--- src/rtl/stimecmp_unit_pkg.sv ---
// stimecmp_unit_pkg
//   Shared definitions for the supervisor timer-compare unit.
//   Contents:
//     - tc_state_e        : per-channel RV32 split-write state (IDLE / HI_PEND)
//     - ADR_BASE_DEFAULT  : CSR address of channel 0 low word
//     - ADR_HI_OFFSET     : distance from a low-word address to its high word
//     - CMP_RESET_VALUE   : compare register value after reset (never matches)
//     - window_hit()      : offset-in-window helper used by the address decoder
package stimecmp_unit_pkg;

    localparam logic [11:0] ADR_BASE_DEFAULT = 12'h14D;
    localparam logic [11:0] ADR_HI_OFFSET    = 12'd16;
    localparam int unsigned NCH_MAX          = 8;
    localparam logic [63:0] CMP_RESET_VALUE  = 64'hFFFF_FFFF_FFFF_FFFF;

    typedef enum logic [0:0] {
        TC_IDLE    = 1'b0,
        TC_HI_PEND = 1'b1
    } tc_state_e;

    // True when an address offset (already rebased to the window start)
    // falls inside a window of n consecutive CSRs. Offsets below the window
    // wrap to large values, so a single unsigned compare covers both ends.
    function automatic logic window_hit(input logic [11:0] off, input int unsigned n);
        return (off < 12'(n));
    endfunction

endpackage

--- src/rtl/stimecmp_chan.sv ---
// stimecmp_chan
//   One supervisor timer-compare channel: 64-bit compare register, RV32
//   high-word shadow with its two-state commit FSM, registered match and
//   (optionally) a latched pending bit.
//   Ports:
//     clk, reset_n  : clock, asynchronous active-low reset
//     en            : channel enable (STCE); gates the interrupt output only
//     wr_lo, wr_hi  : decoded write strobes for this channel's low/high CSR
//     wdata         : CSR write data (XLEN bits)
//     mtime         : current time
//     int_ack       : interrupt acknowledge (latched mode only)
//     cmp_o         : committed compare value (for CSR reads)
//     int_o         : timer interrupt
module stimecmp_chan
    import stimecmp_unit_pkg::*;
#(
    parameter int XLEN   = 64,
    parameter bit STICKY = 1'b0
) (
    input  logic            clk,
    input  logic            reset_n,
    input  logic            en,
    input  logic            wr_lo,
    input  logic            wr_hi,
    input  logic [XLEN-1:0] wdata,
    input  logic [63:0]     mtime,
    input  logic            int_ack,
    output logic [63:0]     cmp_o,
    output logic            int_o
);

    logic [63:0] cmp_q, cmp_d;
    logic [31:0] shadow_q, shadow_d;
    tc_state_e   state_q, state_d;
    logic        match_q, match_d;
    logic        pending_q, pending_d;
    logic        commit_s;
    logic        match_now_s;
    logic [63:0] wdata64_s;

    assign wdata64_s = 64'(wdata);

    // Compare-register write path, including the RV32 high/low commit FSM.
    always_comb begin
        cmp_d    = cmp_q;
        shadow_d = shadow_q;
        state_d  = state_q;
        commit_s = 1'b0;
        if (XLEN == 64) begin
            if (wr_lo) begin
                cmp_d    = wdata64_s;
                commit_s = 1'b1;
            end else begin
                cmp_d    = cmp_q;
            end
        end else begin
            case (state_q)
                TC_IDLE: begin
                    if (wr_hi) begin
                        // High half is held back until the low half arrives.
                        shadow_d = wdata64_s[31:0];
                        state_d  = TC_HI_PEND;
                    end else if (wr_lo) begin
                        cmp_d[31:0] = wdata64_s[31:0];
                        commit_s    = 1'b1;
                    end else begin
                        state_d = TC_IDLE;
                    end
                end
                TC_HI_PEND: begin
                    if (wr_hi) begin
                        shadow_d = wdata64_s[31:0];
                    end else if (wr_lo) begin
                        cmp_d    = {shadow_q, wdata64_s[31:0]};
                        commit_s = 1'b1;
                        state_d  = TC_IDLE;
                    end else begin
                        state_d = TC_HI_PEND;
                    end
                end
                default: begin
                    state_d = TC_IDLE;
                end
            endcase
        end
    end

    // Match and pending next-state. In a commit cycle the old compare value
    // must not produce a match, so the comparison is suppressed until the
    // new value is in cmp_q.
    always_comb begin
        match_now_s = (mtime >= cmp_q) & ~commit_s;
        match_d     = match_now_s;
        if (match_now_s) begin
            pending_d = 1'b1;
        end else if (int_ack | commit_s) begin
            pending_d = 1'b0;
        end else begin
            pending_d = pending_q;
        end
    end

    // Channel state registers.
    always_ff @(posedge clk or negedge reset_n) begin
        if (!reset_n) begin
            cmp_q     <= CMP_RESET_VALUE;
            shadow_q  <= 32'h0000_0000;
            state_q   <= TC_IDLE;
            match_q   <= 1'b0;
            pending_q <= 1'b0;
        end else begin
            cmp_q     <= cmp_d;
            shadow_q  <= shadow_d;
            state_q   <= state_d;
            match_q   <= match_d;
            pending_q <= pending_d;
        end
    end

    assign cmp_o = cmp_q;
    assign int_o = (STICKY ? pending_q : match_q) & en;

endmodule

--- src/rtl/stimecmp_unit.sv ---
// stimecmp_unit
//   Multi-channel supervisor timer-compare CSR block. Decodes the CSR
//   address window, steers writes to the channels, muxes read data and
//   collects the per-channel interrupts.
//   Ports:
//     clk, reset_n    : clock, asynchronous active-low reset
//     CSRWriteM       : CSR write strobe
//     CSRAdrM         : CSR address
//     CSRWriteValM    : CSR write data
//     STCE            : menvcfg.STCE; when low the whole block is inert
//     MTIME_CLINT     : current time
//     IntAckM         : per-channel interrupt acknowledge (latched mode)
//     CSRReadValM     : combinational read data
//     IllegalAccessM  : unmapped address or access while disabled
//     STimerIntM      : per-channel timer interrupt
module stimecmp_unit
    import stimecmp_unit_pkg::*;
#(
    parameter int          XLEN     = 64,
    parameter int          NCH      = 2,
    parameter logic [11:0] ADR_BASE = ADR_BASE_DEFAULT,
    parameter bit          STICKY   = 1'b0
) (
    input  logic            clk,
    input  logic            reset_n,
    input  logic            CSRWriteM,
    input  logic [11:0]     CSRAdrM,
    input  logic [XLEN-1:0] CSRWriteValM,
    input  logic            STCE,
    input  logic [63:0]     MTIME_CLINT,
    input  logic [NCH-1:0]  IntAckM,
    output logic [XLEN-1:0] CSRReadValM,
    output logic            IllegalAccessM,
    output logic [NCH-1:0]  STimerIntM
);

    logic [11:0]    off_lo_s;
    logic [11:0]    off_hi_s;
    logic           lo_hit_s;
    logic           hi_hit_s;
    logic [2:0]     chan_s;
    logic           access_ok_s;
    logic [NCH-1:0] wr_lo_s;
    logic [NCH-1:0] wr_hi_s;
    logic [63:0]    cmp_s [NCH];
    logic [63:0]    sel_cmp_s;
    logic [63:0]    rd64_s;

    // Address decode: low window always exists, high window only on RV32.
    always_comb begin
        off_lo_s = CSRAdrM - ADR_BASE;
        off_hi_s = CSRAdrM - ADR_BASE - ADR_HI_OFFSET;
        lo_hit_s = window_hit(off_lo_s, NCH);
        if (XLEN == 32) begin
            hi_hit_s = window_hit(off_hi_s, NCH);
        end else begin
            hi_hit_s = 1'b0;
        end
        if (lo_hit_s) begin
            chan_s = off_lo_s[2:0];
        end else begin
            chan_s = off_hi_s[2:0];
        end
        access_ok_s = STCE & (lo_hit_s | hi_hit_s);
    end

    // Per-channel write strobes; nothing reaches a channel while disabled.
    always_comb begin
        wr_lo_s = '0;
        wr_hi_s = '0;
        for (int i = 0; i < NCH; i++) begin
            if (chan_s == 3'(i)) begin
                wr_lo_s[i] = CSRWriteM & STCE & lo_hit_s;
                wr_hi_s[i] = CSRWriteM & STCE & hi_hit_s;
            end else begin
                wr_lo_s[i] = 1'b0;
                wr_hi_s[i] = 1'b0;
            end
        end
    end

    // Read mux: select the addressed channel, then the requested half.
    always_comb begin
        sel_cmp_s = 64'd0;
        for (int i = 0; i < NCH; i++) begin
            if (chan_s == 3'(i)) begin
                sel_cmp_s = cmp_s[i];
            end else begin
                sel_cmp_s = sel_cmp_s;
            end
        end
        if (access_ok_s && lo_hit_s) begin
            if (XLEN == 64) begin
                rd64_s = sel_cmp_s;
            end else begin
                rd64_s = {32'h0000_0000, sel_cmp_s[31:0]};
            end
        end else if (access_ok_s && hi_hit_s) begin
            rd64_s = {32'h0000_0000, sel_cmp_s[63:32]};
        end else begin
            rd64_s = 64'd0;
        end
    end

    assign CSRReadValM    = rd64_s[XLEN-1:0];
    assign IllegalAccessM = ~access_ok_s;

    for (genvar i = 0; i < NCH; i++) begin : g_chan
        stimecmp_chan #(
            .XLEN   (XLEN),
            .STICKY (STICKY)
        ) u_chan (
            .clk     (clk),
            .reset_n (reset_n),
            .en      (STCE),
            .wr_lo   (wr_lo_s[i]),
            .wr_hi   (wr_hi_s[i]),
            .wdata   (CSRWriteValM),
            .mtime   (MTIME_CLINT),
            .int_ack (IntAckM[i]),
            .cmp_o   (cmp_s[i]),
            .int_o   (STimerIntM[i])
        );
    end

endmodule
--- config.mk ---
export PLATFORM = sky130hd
export DESIGN_NAME = stimecmp_unit
export DESIGN_NICKNAME = d
export VERILOG_FILES = /design/src/rtl/stimecmp_unit_pkg.sv /design/src/rtl/stimecmp_chan.sv /design/src/rtl/stimecmp_unit.sv
export SDC_FILE = /design/constraint.sdc
export NUM_CORES = 1
export LEC_CHECK = 0
export BUFFER_PORTS_ARGS = -buffer_cell sky130_fd_sc_hd__buf_4
export CAP_MARGIN = 10
export CORE_AREA = 2 2 127 160
export CTS_CLUSTER_DIAMETER = 60
export DETAILED_ROUTE_END_ITERATION = 8
export DIE_AREA = 0 0 129 162
export PLACE_DENSITY_LB_ADDON = 0.2
export SYNTH_ARGS = -nofsm -noshare
export SYNTH_HDL_FRONTEND = slang
export SYNTH_SLANG_ARGS = --single-unit
--- constraint.sdc ---
create_clock -name clk -period 2.05 [get_ports clk]
set_input_delay 0.1025 -clock clk [delete_from_list [all_inputs] [get_ports clk]]
set_output_delay 0.1025 -clock clk [all_outputs]
set_load 0.005 [all_outputs]
# --- Word-level counts from Yosys, hierarchy flattened ---
# Cells that the tools add are included.
classes:
  addsub: 2
  order_cmp: 3
  eq_ne: 1
  muxes: 8
  bitwise: 10
  n_reduce_logical: 2
ops:
  columns: ["operator", "count"]
  rows:
  - ["$mux 64", 3]
  - ["$ge 64x64->1", 2]
  - ["$lt 12x2->1 const B", 1]
  - ["$sub 12x9->12 const B", 1]
  - ["$and 1x1->1", 7]
  - ["$mux 1", 4]
  - ["$eq 3x1->1 const B", 1]
  - ["$logic_not 3->1", 1]
  - ["$mux 3", 1]
  - ["$not 1->1", 3]
  - ["$sub 3x1->3 const B", 1]
  - ["$logic_and 1x1->1", 1]
word_totals:
  reg_bits: 130
  in_bits: 146
  out_inout_bits: 67
  word_cells: 30

# --- Depth between registers and ports, before layout ---
# Gate-level depths: netlist of run 1.
depth:
  ltp_word: 8
  mapped_depth: 10
  depth_no_buf: 8

# --- Hierarchy ---
# From an unflattened synthesis of run 1, not the netlist that was laid out.
unflattened:
  cells_unflattened: 1078
  area_unflattened_um2: 9355.2
modules_own_cells:
  columns: ["mod", "n_inst", "cells_each", "area_each_um2", "seq_area_each_um2"]
  rows:
  - ["stimecmp_chan", 2, 435, 3950.0, 1706.6]
  - ["stimecmp_unit", 1, 208, 1455.1, 0.0]

# --- Worst setup path before layout of run 1 ---
# No wires, ideal clock.
synth_path:
  path_type: "input to register"
  startpoint: "input port CSRAdrM[0]"
  endpoint: "register g_chan[1].u_chan.cmp_q[14]"
  setup_ns: 0.082
  arrival_time_ns: 2.148
  t_required_ns: 1.968
  path_slack_ns: -0.180
  cell_stages: 10
  cell_sequence: "inv_1 -> ha_1 -> nand3b_1 -> a211oi_2 -> xor2_1 -> o2111ai_2 -> or3b_1 -> buf_4 -> buf_6 -> mux2_4"
synth_between:
  elab_chain_len: 5
synth_lines:
  columns: ["element", "line", "source"]
  rows:
  - ["from (decl)", "stimecmp_unit.sv:27", "input logic [11:0] CSRAdrM,"]
  - ["$sub 12x9->12 *", "stimecmp_unit.sv:52", "off_hi_s = CSRAdrM - ADR_BASE - ADR_HI_OFFSET;"]
  - ["$lt 12x2->1 or $sub 3x1->3 (tied branches)", "stimecmp_unit_pkg.sv:25, stimecmp_unit.sv:52", null]
  - ["$mux 3", "stimecmp_unit.sv:59", "if (lo_hit_s) begin"]
  - ["$eq 3x1->1", "stimecmp_unit.sv:72", "if (chan_s == 3'(i)) begin"]
  - ["$mux 1 *", "stimecmp_unit.sv:72", null]
  - ["to (signal assigned)", "stimecmp_chan.sv:112", "cmp_q <= cmp_d;"]
  - ["to (decl)", "stimecmp_chan.sv:32", "logic [63:0] cmp_q, cmp_d;"]
# Mark *: on every way between the ends. The rest lies on a longest branch, timed or not.
# A chain may end at the register's enable or synchronous reset.

# --- Worst setup path in the final report of run 1 ---
layout_path:
  startpoint: "register g_chan[0].u_chan.cmp_q[37]"
  endpoint: "register g_chan[0].u_chan.match_q"
layout_between:
  elab_chain_len: 2
layout_lines:
  columns: ["element", "line", "source"]
  rows:
  - ["from (decl)", "stimecmp_chan.sv:32", null]
  - ["from (signal assigned)", "stimecmp_chan.sv:112", null]
  - ["$ge 64x64->1", "stimecmp_chan.sv:92", "match_now_s = (mtime >= cmp_q) & ~commit_s;"]
  - ["$and 1x1->1", "stimecmp_chan.sv:92", null]
  - ["via g_chan[0].u_chan.match_d", "stimecmp_chan.sv:35", "logic match_q, match_d;"]
  - ["to (signal assigned)", "stimecmp_chan.sv:115", "match_q <= match_d;"]
  - ["to (decl)", "stimecmp_chan.sv:35", null]
# The timed path passes the listed nets, and every way through them passes these cells.

==> run summary, run 1 <==
Dominant cells by area after synthesis -> dfstp_2 (35%), ha_1 (17%), mux2_4 (17%)
DRC errors left -> 0
CTS Sinks -> 130
Drt first-iter violations -> 538
Ant. Diodes -> 0
Post-synth top area share -> 34.5%
Max Cap Viol -> 0
Syn Nets -> 1,209
Cells after synthesis -> 932
Crit path required time -> 2350 ps
Worst Path Arrival -> 2570 ps
Clock Power Share -> 45.3%
Area leader, netlist -> dfstp_2
Crit Path Max Fanout -> 3
Syn Std Cell Area -> 9740 µm²
Post-synth cell types -> 55
Dpl hpwl -> 19.3 mm
Flop pwr share -> 38.6%
Worst r2r path cells -> 9
Crit path capture type -> flip-flop
Most common cell after layout, fill and taps aside -> buf_4
Fin util -> 78.6%
Sw Ratio -> 26.0%
#FFs+latches synth -> 130
Global placement routability congestion -> 0.885
Violated checks -> setup timing
Final period util -> 111%
Startpoint types -> flip-flop
Slew @ Worst Pin -> 712 ps
First-pass DRT Iterations -> 5
Rows -> 57
Initial antenna violation count -> 0
Vias post-DR -> 9,065
IO Port Bufs -> 210
Worst-path clk slew -> 60 ps
Final setup viols -> 171
Tmin final -> 2270 ps
Initial Util -> 50.4%
Max Root-Sink Buffers -> 2
# H-tree levels -> 4
Setup repair after global routing missed its margin -> true
Tot GR Track Use -> 29.1%
Hold slack -> 99.9 ps
Average wire per standard cell -> 20.7 µm
Status -> complete, but fails checks
Fraction of registers with async set or reset after synthesis -> 100%
Syn. warnings -> 0
Headroom to the max-slew limit -> 52.6%
Switching power total -> 1.74 mW
Vias in the first global route -> 9,350
Clk_lat worst skew -> 420 ps
Count of final max-slew check failures -> 0
CTS tree -> built
Ports -> 213
Power per cell area -> 442 nW/µm²
Root Driver -> clkbuf_16
Layout Area Growth over Synthesis -> 55.9%
Largest net degree at the start of global routing -> 131
Die H -> 162 µm
Drt via density -> 5.63
Peak VDD IR -> 565 µV
Die Area -> 20,900 µm²
Most frequent cells in the layout -> buf_4 (269), dfstp_2 (128), inv_1 (126)
Primary FF master, synth -> dfstp_2
Final worst setup slack -> -220 ps
Total wire length -> 33.3 mm
Combinational power share -> 16.1%
Worst hold path class -> in2reg
Setup CP Type -> reg2reg
Hold Vio Cnt, Final -> 0
Final Skew -> 7.38 ps
Total gr overflow -> 0
Worst hold path stage count -> 4
Nets -> 1,609
CTS buffer count -> 17
Internal -> 4.96 mW
Syn avg cell area -> 10.4 µm²
Core Region -> 19,300 µm²
Peak Freq -> 440 MHz
Number of enable flip-flop cells after synthesis -> 0
First-pass GRT wire length -> 46.8 mm
Die Wd -> 129 µm
Layout cell share with drive strength beyond 1 -> 55.2%
Pleak -> 6.51 nW
Detail Route Antenna Nets -> 0
Seq/Total Area, Yosys -> 35.1%
cells in the mapped netlist, types with 5 or more instances:
library cell and count:
mux2_2 19, nor2_1 85, clkbuf_1 16, nand3_1 11, a211oi_1 5, ha_1 131
a21oi_1 51, nor4_1 7, inv_1 132, buf_6 11, mux2_4 109, nand4_1 15
o21ai_0 24, a22oi_1 67, nand2_1 46, dfstp_2 128
power groups by stage:
stage	Combinational (mW)	Sequential, mW	Clock (mW)
3_3_place_gp	0.818	2.63	0
4_1_cts	0.995	2.59	3.08
3_5_place_dp	0.836	2.63	0
2_1_floorplan	0.328	2.62	0
6_report	1.08	2.59	3.04
5_1_grt	1.17	2.59	3.18
per-stage QoR:
stage / instances / instance area (µm²) / setup slack (ps) / setup TNS (ps) / total power, mW
floorplan: 932 / 9830 / -107 / -10600 / 2.95
global placement: 1485 / 12500 / -409 / -53430 / 3.45
detailed placement: 1485 / 12500 / -442 / -58510 / 3.46
CTS: 1598 / 14500 / -152 / -1020 / 6.66
global route: 1610 / 15200 / -325 / -36560 / 6.94
finish: 1610 / 15200 / -220 / -21390 / 6.71
cell type report:
class                   count  area, µm²
repair buffers            415       3970
clock inverters            12        134
well taps                 265        332
clock buffers              20        447
fillers                  1158       4150
flip-flops and latches    130       3410
inverters                 132        515
multi-input cells         636       6370
metal layers:
metal / up-vias / GRT usage, % / wire, µm
met5: - / 0 / 0
met4: 0 / 14.2 / 1790
met3: 124 / 5.20 / 1800
met2: 391 / 52.3 / 17300
met1: 4428 / 33.0 / 12400
li1: 4122 / - / -
kinds of logic (layout without fill, tap and decap cells):
logic type	after synthesis	after routing	synth area share [%]
and+or+nand+nor	189	191	8.87
AOI/OAI and AO/OA	183	183	12.5
buffers and inverters	168	579	7.47
adders and majority gates	131	131	16.8
DFF	130	130	35.1
muxes	129	129	19.1
xor gates and xnor gates	2	2	0.180
path summary, 6_finish.rpt:
path | start | endpoint | slack, ps
min reg2reg | g_chan[1].u_chan.cmp_o[12] | g_chan[1].u_chan.cmp_o[12] | 630
min in group asynchronous | reset_n | g_chan[0].u_chan.match_q | 390
max in group asynchronous | reset_n | g_chan[1].u_chan.match_q | 1210
max reg2reg | g_chan[0].u_chan.cmp_o[37] | g_chan[0].u_chan.match_q | -220
max | g_chan[0].u_chan.cmp_o[37] | g_chan[0].u_chan.match_q | -220
min | CSRWriteM | g_chan[0].u_chan.match_q | 100
worst max-delay path: stages (launching register included):
cell       delay, ps
dfstp_2          550
inv_1             50
ha_1             310
nand4_1          160
nor4_2            60
buf_4            150
a211oi_2         280
o32ai_4          130
a2111oi_4        360
nor2_1            90
state kept, by name (all words and copies together) (netlist names):
register and cells:
g_chan.u_chan.cmp_o 128, g_chan.u_chan.match_q 2
what timing repair did:
item	CTS	global route
setup endpoints to repair	47	193
cloned	7	12
resized for setup	139	93
pin swaps	47	41
hold endpoints to repair	130	0
setup buffers	10	4
hold buffers	65	0
(Power assumes the default switching activity.)
==> inputs of run 2 (changes only) <==
CORE_AREA = 2 2 126 158   (was 2 2 127 160)
CTS_BUF_LIST = sky130_fd_sc_hd__clkbuf_8   (was not set)
DIE_AREA = 0 0 128 160   (was 0 0 129 162)
==> run summary, run 2 (synthesis results as in run 1) <==
Nets -> 1,619 (was 1,609)
Met1 Use GR -> 33.4% (was 33.0%)
Initial antenna violation count -> 2 (was 0)
Fin util -> 80.3% (was 78.6%)
CTS tree -> built (unchanged)
Setup CP Type -> reg2reg (unchanged)
CTS Sinks -> 130 (unchanged)
Die Area -> 20,500 µm² (was 20,900 µm²)
Layout Area Growth over Synthesis -> 57.6% (was 55.9%)
Worst Path Arrival -> 2650 ps (was 2570 ps)
CTS buffer count -> 17 (unchanged)
R2R Setup Slk -> -260 ps (was -220 ps)
Tmin final -> 2310 ps (was 2270 ps)
Overall Power -> 6.17 mW (was 6.71 mW)
Detail Route Antenna Nets -> 0 (unchanged)
Most frequent cells in the layout -> buf_4 (257), dfstp_2 (128), inv_1 (123) (was buf_4 (269), dfstp_2 (128), inv_1 (126))
Final Skew -> 19.0 ps (was 7.38 ps)
Setup repair after global routing missed its margin -> true (unchanged)
Dpl hpwl -> 19.9 mm (was 19.3 mm)
IO Port Bufs -> 210 (unchanged)
Die Wd -> 128 µm (was 129 µm)
Most common cell after layout, fill and taps aside -> buf_4 (unchanged)
Vias in the first global route -> 9,109 (was 9,350)
Final worst setup slack -> -256 ps (was -220 ps)
Worst hold path class -> in2reg (unchanged)
Peak VDD IR -> 456 µV (was 565 µV)
Max Cap Viol -> 0 (unchanged)
Max reg flops -> 128 (unchanged)
Peak Freq -> 434 MHz (was 440 MHz)
Worst hold path stage count -> 4 (unchanged)
Critical path endpoint -> g_chan[0].u_chan.match_q (unchanged)
Ports -> 213 (unchanged)
Most used routing layer -> met2 (unchanged)
Global routing usage on met3 -> 5.23% (was 5.20%)
M2 GR Usage -> 49.2% (was 52.3%)
# H-tree levels -> 4 (unchanged)
Core Region -> 19,100 µm² (was 19,300 µm²)
Initial Util -> 50.9% (was 50.4%)
Crit path required time -> 2390 ps (was 2350 ps)
Status -> complete, but fails checks (unchanged)
Total wire length -> 32.4 mm (was 33.3 mm)
Crit path capture type -> flip-flop (unchanged)
Slew @ Worst Pin -> 444 ps (was 712 ps)
Pleak -> 6.57 nW (was 6.51 nW)
Critical R2R Capture -> g_chan[0].u_chan.match_q (unchanged)
Hold slack -> 69.7 ps (was 99.9 ps)
Placed Area -> 12,500 µm² (about the same)
DRC errors left -> 0 (unchanged)
Worst reg2reg startpoint -> g_chan[0].u_chan.cmp_o[31] (was g_chan[0].u_chan.cmp_o[37])
First-pass GRT wire length -> 45.0 mm (was 46.8 mm)
Drt first-iter violations -> 559 (was 538)
Largest net degree at the start of global routing -> 65 (was 131)
Layout cell share with drive strength beyond 1 -> 57.6% (was 55.2%)
Critical path launch point -> g_chan[0].u_chan.cmp_o[31] (was g_chan[0].u_chan.cmp_o[37])
Crit Path Max Fanout -> 2 (was 3)
Final period util -> 112% (was 111%)
First-pass DRT Iterations -> 5 (unchanged)
Startpoint types -> flip-flop (unchanged)
Final setup viols -> 195 (was 171)
Headroom to the max-slew limit -> 70.4% (was 52.6%)
Tot GR Track Use -> 27.8% (was 29.1%)
Root Driver -> clkbuf_8 (was clkbuf_16)
Hold Vio Cnt, Final -> 0 (unchanged)
Fin area -> 15,300 µm² (was 15,200 µm²)
Total gr overflow -> 0 (unchanged)
Final setup TNS -> -29,280 ps (was -21,390 ps)
Die H -> 160 µm (was 162 µm)
Count of final max-slew check failures -> 0 (unchanged)
Global placement routability congestion -> 0.843 (was 0.885)
Average wire per standard cell -> 20.3 µm (was 20.7 µm)
Violated checks -> setup timing (unchanged)
Worst r2r path cells -> 9 (unchanged)
Clk_lat worst skew -> 460 ps (was 420 ps)
Vias post-DR -> 8,921 (was 9,065)
Max Root-Sink Buffers -> 2 (unchanged)
Power per cell area -> 402 nW/µm² (was 442 nW/µm²)
Drt via density -> 5.60 (was 5.63)
Worst-path clk slew -> 80 ps (was 60 ps)
Rows -> 57 (unchanged)
[run 2: power breakdown]
group / total (mW) / leakage, nW / internal [mW] / switching, mW
combinational: 1.08 / 5.01 / 0.550 / 0.525
clock: 2.51 / 0.220 / 1.39 / 1.12
sequential: 2.59 / 1.34 / 2.58 / 0.00404
[run 2: how the worst min path moves through the flow]
| stage | startpoint | endpoint | slack (ps) |
|---|---|---|---|
| after floorplan | reset_n | g_chan[0].u_chan.match_q | -190 |
| after global placement | CSRWriteValM[2] | g_chan[0].u_chan.cmp_o[2] | 340 |
| after detailed placement | CSRWriteValM[12] | g_chan[0].u_chan.cmp_o[12] | 350 |
| after CTS | CSRWriteM | g_chan[0].u_chan.match_q | 50 |
| after global routing | CSRWriteM | g_chan[0].u_chan.match_q | 50 |
| final | CSRWriteM | g_chan[0].u_chan.match_q | 70 |
[run 2: metal layers]
metal / routed length [µm] / part of all wire [%]
met5: 0 / 0
met4: 1000 / 3.1
met1: 12600 / 39
met2: 17200 / 53
met3: 1560 / 4.8
[run 2: critical path, stage by stage (launching register included)]
cell and delay [ps]:
dfstp_2 550, inv_1 40, ha_1 280, a21oi_1 200
o21ai_2 100, a221oi_2 320, o32ai_2 150, buf_4 160
a2111oi_4 290, nor2_1 90
[run 2: what timing repair did]
action | CTS | global route
endpoints found under the setup margin | 60 | 195
buffers inserted | 6 | 5
gates resized for setup | 97 | 214
hold buffers | 65 | 0
hold endpoints to repair | 156 | 0
gates cloned | 2 | 12
pin swaps | 30 | 81
[run 2: area by class of cell]
class	count	area, µm²
Antenna cell	2	5.00
Clock buffer	19	262
Clock inverter	13	183
Fill cell	1074	3760
Inverter	132	515
Multi-Input combinational cell	635	6560
Sequential cell	130	3410
Tap cell	236	295
Timing Repair Buffer	426	4120
[run 2: metrics by stage]
step                      worst slack (ps)  std cells
after global routing                  -332       1592
final                                 -256       1593
after global placement                -455       1470
after floorplan                       -107        932
after detailed placement              -454       1470
after CTS                             -184       1575
